[src/rtl/prog_loader_pkg.sv]
// Shared definitions for the program loader: state encoding, word geometry
// and the length-header legality check.
package prog_loader_pkg;

  localparam int BYTES_PER_WORD = 4;
  localparam int WORD_W         = 32;

  typedef enum logic [2:0] {
    ST_LEN   = 3'd0,
    ST_DATA  = 3'd1,
    ST_CSUM  = 3'd2,
    ST_DONE  = 3'd3,
    ST_ERROR = 3'd4
  } state_t;

  // A length header is usable only if it names at least one word and fits the image.
  function automatic logic len_ok(input logic [7:0] n, input logic [7:0] max_words);
    return (n != 8'd0) && (n <= max_words);
  endfunction

endpackage

[src/rtl/prog_loader_word_assembler.sv]
// Collects four stream bytes, MSB first, into one 32-bit word. The completed
// word is presented combinationally together with the 4th byte so the parent
// can commit it on the same edge that accepts that byte.
module word_assembler
  import prog_loader_pkg::*;
(
  input  logic        i_clk,
  input  logic        i_reset,
  input  logic        i_restart,
  input  logic        i_accept,
  input  logic [7:0]  i_data,
  output logic [31:0] o_word,
  output logic        o_word_valid
);

  logic [23:0] r_shift;
  logic [1:0]  r_idx;

  // Shift accepted bytes in; the index wraps naturally after the 4th byte.
  always_ff @(posedge i_clk or negedge i_reset) begin
    if (!i_reset) begin
      r_shift <= '0;
      r_idx   <= '0;
    end else if (i_restart) begin
      r_shift <= '0;
      r_idx   <= '0;
    end else if (i_accept) begin
      r_shift <= {r_shift[15:0], i_data};
      r_idx   <= r_idx + 2'd1;
    end
  end

  // Three held bytes plus the byte being accepted form the finished word.
  always_comb begin
    o_word       = {r_shift, i_data};
    o_word_valid = i_accept && (r_idx == 2'(BYTES_PER_WORD - 1));
  end

endmodule

[src/rtl/prog_loader.sv]
// Program loader: parses a length / data / checksum byte stream into a flat
// RAM image and holds the cpu in reset until the image verifies.
//
// state    | meaning
// ST_LEN   | waiting for the length header
// ST_DATA  | receiving N*4 data bytes
// ST_CSUM  | waiting for the checksum byte
// ST_DONE  | image verified, cpu released
// ST_ERROR | bad length or checksum, cpu held
module prog_loader
  import prog_loader_pkg::*;
#(
  parameter int RAM_SIZE = 16
) (
  input  logic                       i_clk,
  input  logic                       i_reset,
  input  logic                       i_restart,
  input  logic                       i_in_valid,
  input  logic [7:0]                 i_in_data,
  output logic                       o_in_ready,
  output logic [RAM_SIZE*WORD_W-1:0] o_ram,
  output logic                       o_cpu_reset,
  output logic                       o_done,
  output logic                       o_error,
  output logic [7:0]                 o_words_loaded
);

  localparam logic [7:0] C_MAX_WORDS = 8'(RAM_SIZE);

  state_t                     r_state, w_state_nxt;
  logic [RAM_SIZE*WORD_W-1:0] r_ram;
  logic [7:0]                 r_words_loaded;
  logic [7:0]                 r_len;
  logic [7:0]                 r_sum;
  logic                       r_done, r_error, r_cpu_reset;

  logic        w_accept;
  logic        w_asm_accept;
  logic [31:0] w_word;
  logic        w_word_valid;
  logic        w_last_word;

  // in_ready is decoded from state only, so in_valid never reaches it.
  always_comb begin
    o_in_ready   = (r_state == ST_LEN) || (r_state == ST_DATA) || (r_state == ST_CSUM);
    w_accept     = i_in_valid && o_in_ready && !i_restart;
    w_asm_accept = w_accept && (r_state == ST_DATA);
    w_last_word  = w_word_valid && (r_words_loaded == r_len - 8'd1);
  end

  word_assembler u_asm (
    .i_clk        (i_clk),
    .i_reset      (i_reset),
    .i_restart    (i_restart),
    .i_accept     (w_asm_accept),
    .i_data       (i_in_data),
    .o_word       (w_word),
    .o_word_valid (w_word_valid)
  );

  // State register.
  always_ff @(posedge i_clk or negedge i_reset) begin
    if (!i_reset) r_state <= ST_LEN;
    else          r_state <= w_state_nxt;
  end

  // Next-state decode; restart overrides any byte acceptance.
  always_comb begin
    w_state_nxt = r_state;
    if (i_restart) begin
      w_state_nxt = ST_LEN;
    end else begin
      case (r_state)
        ST_LEN:  if (w_accept) w_state_nxt = len_ok(i_in_data, C_MAX_WORDS) ? ST_DATA : ST_ERROR;
        ST_DATA: if (w_last_word) w_state_nxt = ST_CSUM;
        ST_CSUM: if (w_accept) w_state_nxt = (i_in_data == r_sum) ? ST_DONE : ST_ERROR;
        default: w_state_nxt = r_state;
      endcase
    end
  end

  // Image, counters and registered status flags.
  always_ff @(posedge i_clk or negedge i_reset) begin
    if (!i_reset) begin
      r_ram          <= '0;
      r_words_loaded <= '0;
      r_len          <= '0;
      r_sum          <= '0;
      r_done         <= 1'b0;
      r_error        <= 1'b0;
      r_cpu_reset    <= 1'b1;
    end else if (i_restart) begin
      r_ram          <= '0;
      r_words_loaded <= '0;
      r_len          <= '0;
      r_sum          <= '0;
      r_done         <= 1'b0;
      r_error        <= 1'b0;
      r_cpu_reset    <= 1'b1;
    end else if (w_accept) begin
      case (r_state)
        ST_LEN: begin
          r_len <= i_in_data;
          r_sum <= '0;
          if (!len_ok(i_in_data, C_MAX_WORDS)) r_error <= 1'b1;
        end
        ST_DATA: begin
          r_sum <= r_sum + i_in_data;
          if (w_word_valid) begin
            for (int k = 0; k < RAM_SIZE; k++) begin
              if (r_words_loaded == 8'(k)) r_ram[k*WORD_W +: WORD_W] <= w_word;
            end
            r_words_loaded <= r_words_loaded + 8'd1;
          end
        end
        ST_CSUM: begin
          if (i_in_data == r_sum) begin
            r_done      <= 1'b1;
            r_cpu_reset <= 1'b0;
          end else begin
            r_error <= 1'b1;
          end
        end
        default: ;
      endcase
    end
  end

  assign o_ram          = r_ram;
  assign o_words_loaded = r_words_loaded;
  assign o_done         = r_done;
  assign o_error        = r_error;
  assign o_cpu_reset    = r_cpu_reset;

endmodule

[config.mk]
export PLATFORM = sky130hd
export DESIGN_NAME = prog_loader
export DESIGN_NICKNAME = d
export VERILOG_FILES = /design/src/rtl/prog_loader_pkg.sv /design/src/rtl/prog_loader_word_assembler.sv /design/src/rtl/prog_loader.sv
export SDC_FILE = /design/constraint.sdc
export NUM_CORES = 1
export LEC_CHECK = 0
export ABC_AREA = 1
export BUFFER_PORTS_ARGS = -buffer_cell sky130_fd_sc_hd__buf_4
export CAP_MARGIN = 10
export CORE_MARGIN = 2
export CORE_UTILIZATION = 53
export CTS_BUF_LIST = sky130_fd_sc_hd__clkbuf_16
export CTS_CLUSTER_DIAMETER = 150
export DETAILED_ROUTE_END_ITERATION = 10
export PLACE_DENSITY = 0.8
export SYNTH_ARGS = -nofsm -noshare
export SYNTH_HDL_FRONTEND = slang
export SYNTH_SLANG_ARGS = --single-unit
[constraint.sdc]
create_clock -name i_clk -period 2.5 [get_ports i_clk]
set_input_delay 0.375 -clock i_clk [delete_from_list [all_inputs] [get_ports i_clk]]
set_output_delay 0.375 -clock i_clk [all_outputs]
set_load 0.005 [all_outputs]
[Word-level counts from Yosys, hierarchy flattened]
Cells that the tools add are included.
Word-level totals
  register bits: 568
Operators by class
  add/subtract/negate cells: 4
  order comparisons: 1
  equal/unequal tests: 25
  multiplexer cells: 54
  reductions and logical operators: 60
Operators with widths (number)
  two-way mux 512 bit: 4
  two-way mux 32 bit: 16
  two-way mux 8 bit: 9
  AND reduction 4 bit: 18
  == test 8 x 4 -> 1 bit (second input constant): 8
  two-way mux 24 bit: 2
  nonzero test 2 bit: 23
  == test 8 x 3 -> 1 bit (second input constant): 4
  two-way mux 3 bit: 6
  == test 8 x 2 -> 1 bit (second input constant): 2
  == test 8 bit: 2
  one-hot mux 8 bit (2 select lines): 1
  inequality test 3 bit (second input constant): 5
  two-way mux 1 bit: 12
  one-hot mux 3 bit (3 select lines): 1
  adder 8 x 1 -> 8 bit (second input constant): 1
  adder 8 bit: 1
  == test 8 x 1 -> 1 bit (second input constant): 1
  less-or-equal comparator 8 x 5 -> 1 bit (second input constant): 1
  zero test 8 bit: 1
  nonzero test 8 bit: 1
  subtractor 8 x 1 -> 8 bit (second input constant): 1
  logical AND 1 bit: 6
  AND reduction 3 bit: 2
  other kinds (12): 16

[Depth between registers and ports, before layout]
  word-level depth: 11
  mapped depth: 14
  depth with buffers taken out: 14

[Modules after synthesis]
Synthesis repeated with hierarchy kept, for this count alone.
Second synthesis, totals
  cells, all modules: 2388
  area total of the unflattened synthesis: 22932.0 µm²
Modules (own cells, without submodules)
  prog_loader: instances 1, cells an instance 2263, area an instance 21667.0 µm², seq. area each 13564.3 µm²
  word_assembler: instances 1, cells an instance 125, area an instance 1265.0 µm², seq. area each 650.6 µm²

[Worst setup path after synthesis]
OpenSTA, ideal clock, no wires.
  kind: reg2reg
  start point: register r_state[1]
  end point: register r_ram[408], in the netlist o_ram[408]
  setup time: 129 ps
  data arrival time: 1640 ps
  data required time: 2371 ps
  path slack: 732 ps
  cell stages (with the launch flop): 11
  path buffers: 2
  clock period less this slack: 1768 ps
  path through: dfrtp_1 -> nor3_4 -> nand2_4 -> nor2_8 -> a21oi_4 -> buf_6 -> nor3_2 -> nor2_4 -> buf_6 -> nand2_1 -> o21ai_2
Between the ends
  word-level cells in the longest chain between the ends: 9
RTL lines
  start: declaration: RTL line prog_loader.sv:30  | state_t r_state, w_state_nxt;
  start signal: assignment: RTL line prog_loader.sv:64  | else r_state <= w_state_nxt;
  == test 3 x 1 -> 1 bit or zero test 3 bit (tied branches): RTL line prog_loader.sv:45, prog_loader.sv:47, prog_loader.sv:101
  logical OR 1 bit (2 in series): RTL line prog_loader.sv:45  | o_in_ready = (r_state == ST_LEN) || (r_state == ST_DATA) || (r_state == ST_CSUM);
  logical AND 1 bit (2 in series): RTL line prog_loader.sv:46  | w_accept = i_in_valid && o_in_ready && !i_restart;
  logical AND 1 bit: RTL line prog_loader.sv:47  | w_asm_accept = w_accept && (r_state == ST_DATA);
  logical AND 1 bit: RTL line prog_loader_word_assembler.sv:36  | o_word_valid = i_accept && (r_idx == 2'(BYTES_PER_WORD - 1));
  nonzero test 2 bit (no source line)
  AND reduction 4 bit (no source line) *
  end signal: indexed assignment: RTL line prog_loader.sv:111  | if (r_words_loaded == 8'(k)) r_ram[k*WORD_W +: WORD_W] <= w_word;
  end: declaration: RTL line prog_loader.sv:31  | logic [RAM_SIZE*WORD_W-1:0] r_ram;
Mark *: on every way between the ends. The rest lies on a longest branch, timed or not.
A chain may end at the register's enable or synchronous reset.

[Worst setup path after layout]
  start point: register r_words_loaded[4], in the netlist o_words_loaded[4]
  end point: register r_ram[43], in the netlist o_ram[43]
Between the ends
  word-level cells in the longest chain between the ends: 3
RTL lines
  start: declaration: RTL line prog_loader.sv:32  | logic [7:0] r_words_loaded;
  start signal: assignment: RTL line prog_loader.sv:113  | r_words_loaded <= r_words_loaded + 8'd1;
  == test 8 x 1 -> 1 bit: RTL line prog_loader.sv:111
  nonzero test 2 bit (no source line)
  AND reduction 4 bit (no source line)
No other way between the ends.

==> impl_results.md <==
- Run status: finished clean
- Initial DRC Count: 1491
- Routed len/inst: 22.42 um
- Finish-stage setup viols: 0
- Count of input and output buffers: 535
- Total power: 20.88 mW
- Post-DP HPWL: 48880 um
- Post-Syn Instances: 2118
- Crit Path Max Fanout: 32
- Seq/Total Area, Yosys: 64.98%
- Peak VDD IR: 689.6 uV
- Htree depth: 2
- YS warnings: 0
- Core Area: 40830 um^2
- Crit. Startpoint: o_words_loaded[4]
- Cell taking the most area after synthesis: dfrtp_1
- Number of global-route vias before repair: 17910
- Syn Area/Cell: 10.33 um^2
- CTS sink count: 568
- Nets@finish: 2703
- Pre-CTS WS: -0.02807 ns
- Layout cell share with drive strength beyond 1: 29.28%
- P&R area growth vs syn: 29.66%
- Post-Syn Nets: 2144
- Root Driver: clkbuf_16
- Top post-synthesis cells by count: nand2_1 (660), dfrtp_1 (567), o21ai_0 (286), o21ai_1 (229), buf_6 (50)
- Logic pwr share: 13.0%
- Reg-to-reg startpoint: o_words_loaded[4]
- Sequential group share of total power: 48.7%
- Largest net degree at the start of global routing: 73
- Layout Skew: 0.02285 ns
- CTS clk-pin slew, worst paths: 0.07 ns
- Int Power: 15.25 mW
- CTS tree: done
- 1st-pass router iterations: 5
- Routed via count: 18170
- Reg2Reg Capture Point: o_ram[43]
- Arrival time worst endpoint: 2.87 ns
- Die Ht: 207.2 um
- Netlist Area Pre-Place: 21880 um^2
- Diode count: 0
- RSZ-0062 raised after global routing: yes
- Post-CTS Setup Repair Bufs: 0
- Die area: 42920 um^2
- Clock share of power: 38.3%
- Layout Utilization: 69.47%
- Max Fclk: 416.2 MHz
- Dominant cells by area after synthesis: dfrtp_1 (65%), nand2_1 (11%), o21ai_0 (6.5%)
- Final worst-path cycle share: 96.12%
- Gr ovfl total: 0
- Post-route DRC: 0
- Fillers: 2951
- Initial antenna violation count: 0
- Die width: 207.2 um
- Static leakage: 14.29 nW
- Worst Path Required: 2.97 ns
- Synth cell types: 39
- Hold Crit Class: in -> reg
- First-pass GRT wire length: 109600 um
- Sw Share: 26.99%
- Clock Latency Late Sink: 0.62 ns
- PwrDens: 736.3 nW/um^2
- Final Hold Fails: 0
- Routed vias/inst: 5.583
- Reg2Reg Depth: 8
- Setup crit end: o_ram[43]
- ANT nets after route: 0
- Startpoint Class: flip-flop
- Std cell rows: 74
- Switching power: 5.638 mW
- Max-cap viol count: 0
- Measured slew at the worst slew-check pin: 1.190 ns
- I/O pin total: 536
- Crit end category: flip-flop
- CP Class: reg -> reg
- Crit path time final: 2.403 ns
- Count leader, synth: nand2_1
- FF/Latch Area: 14210 um^2
- EDFF count, synth: 0
- Main synth FF type: dfrtp_1
- GRT Total Usage: 33.34%
- Worst Hold Depth: 3
- TritonCTS Buffers: 57
- Slew margin rel.: 20.56%
- Multi-input logic area: 6575 um^2
- Post-route setup slack: 0.09702 ns
- Yosys reg bits: 568
- Synth top area share: 64.86%
- Max-slew violations: 0
- Initial Util: 53.58%
- R2r setup slk: 0.1 ns
- Async SR Flop Fraction: 100.0%
- Longest Clk Path Bufs: 3
- Total routed wirelength: 72960 um
- GP Congestion: 0.9200
-- power by group through the flow --
stage               Sequential (mW)  Combinational (mW)  Clock [mW]
global route                   10.2                2.98        8.47
CTS                            10.2                2.71        8.08
global placement               10.3                2.61           0
detailed placement             10.3                2.69           0
floorplan                      10.3                1.15           0
finish                         10.2                2.72        7.99
-- worst min-delay path by stage --
stage	start	endpoint
finish	i_in_data[3]	o_ram[3]
global route	i_in_data[3]	o_ram[3]
CTS	i_in_data[3]	o_ram[3]
detailed placement	i_reset	o_ram[347]
global placement	i_reset	o_ram[347]
floorplan	i_reset	o_done
-- cell type report --
cell class,instances,area share [%]
Clock buffer,57,5.029
Inverter,41,0.5426
Multi-Input combinational cell,1369,23.18
Tap cell,532,2.347
Clock inverter,47,1.063
Timing Repair Buffer,640,17.72
Sequential cell,568,50.11
-- worst max-delay path, stage by stage, from the launching register on --
cell	delay, ns
dfrtp_1	0.40
inv_1	0.16
nand4_1	0.19
inv_1	0.18
nand3_1	0.19
o21ai_1	0.48
nand2_4	0.36
nand2_1	0.18
o21ai_0	0.11
-- what timing repair did --
item	in CTS	in global routing
resized for setup	0	8
hold buffers	1	0
setup endpoints to repair	6	61
gates cloned	1	4
endpoints found under the hold margin	43	0
pin swaps	1	3
-- per-stage QoR --
stage               setup TNS (ns)  hold WS (ns)  std cells  area (um^2)
floorplan                        0       0.07941       2118        21880
global placement                 0        0.3535       3144        26570
detailed placement         -0.1246        0.3589       3144        26570
CTS                              0       0.07543       3250        28320
global route               -0.1476        0.1000       3254        28360
finish                           0       0.09606       3254        28360
-- registers in the layout, summed over array words and instances, names as in the netlist --
register / cells
r_state: 3
u_asm.r_idx: 2
r_len: 8
o_words_loaded: 8
o_cpu_reset: 1
o_error: 1
u_asm.r_shift: 24
o_ram: 512
o_done: 1
r_sum: 8
-- kinds of logic (layout without fill, tap and decap cells) --
kind of cell / count (synthesis) / after routing / share of synthesized area, %
simple gates: 760 / 765 / 14.29
compound gates: 582 / 582 / 14.30
flops: 568 / 568 / 64.98
buf+inv: 186 / 785 / 5.268
fa+ha+maj: 14 / 14 / 0.8351
xor+xnor: 8 / 8 / 0.3203
-- layer usage --
| layer | track usage [%] | vias up | part of all wire, % |
|---|---|---|---|
| met5 | 0 | - | 0 |
| met4 | 15.86 | 0 | 5.1 |
| met3 | 8.551 | 215 | 8.7 |
| met2 | 53.66 | 906 | 48 |
| met1 | 42.53 | 8957 | 38 |
| li1 | - | 8088 | - |
-- placed cells by master, fill, tap and decap left out, types with 2 or more instances in the layout --
cell        count
o21ai_2        46
o21ai_0       282
nor2_4         11
nand2_1       660
ha_1           13
clkinv_2        5
nor4_1          2
inv_6           4
inv_1          50
nand2_4         8
nor3_1          8
nand4_1         3
a21oi_4         2
a21oi_1        11
xnor2_1         2
buf_12         17
nor3_2          4
nor2_1         36
o21ai_1       233
clkinv_1       20
xor2_1          6
o31ai_1         4
bufinv_16       2
nand3_1        22
nor2_2          3
dfrtp_1       567
clkinvlp_4      2
clkinv_4        2
nor3_4          5
clkbuf_16      57
buf_4         621
No activity file was read; power rests on OpenSTA's default activity.
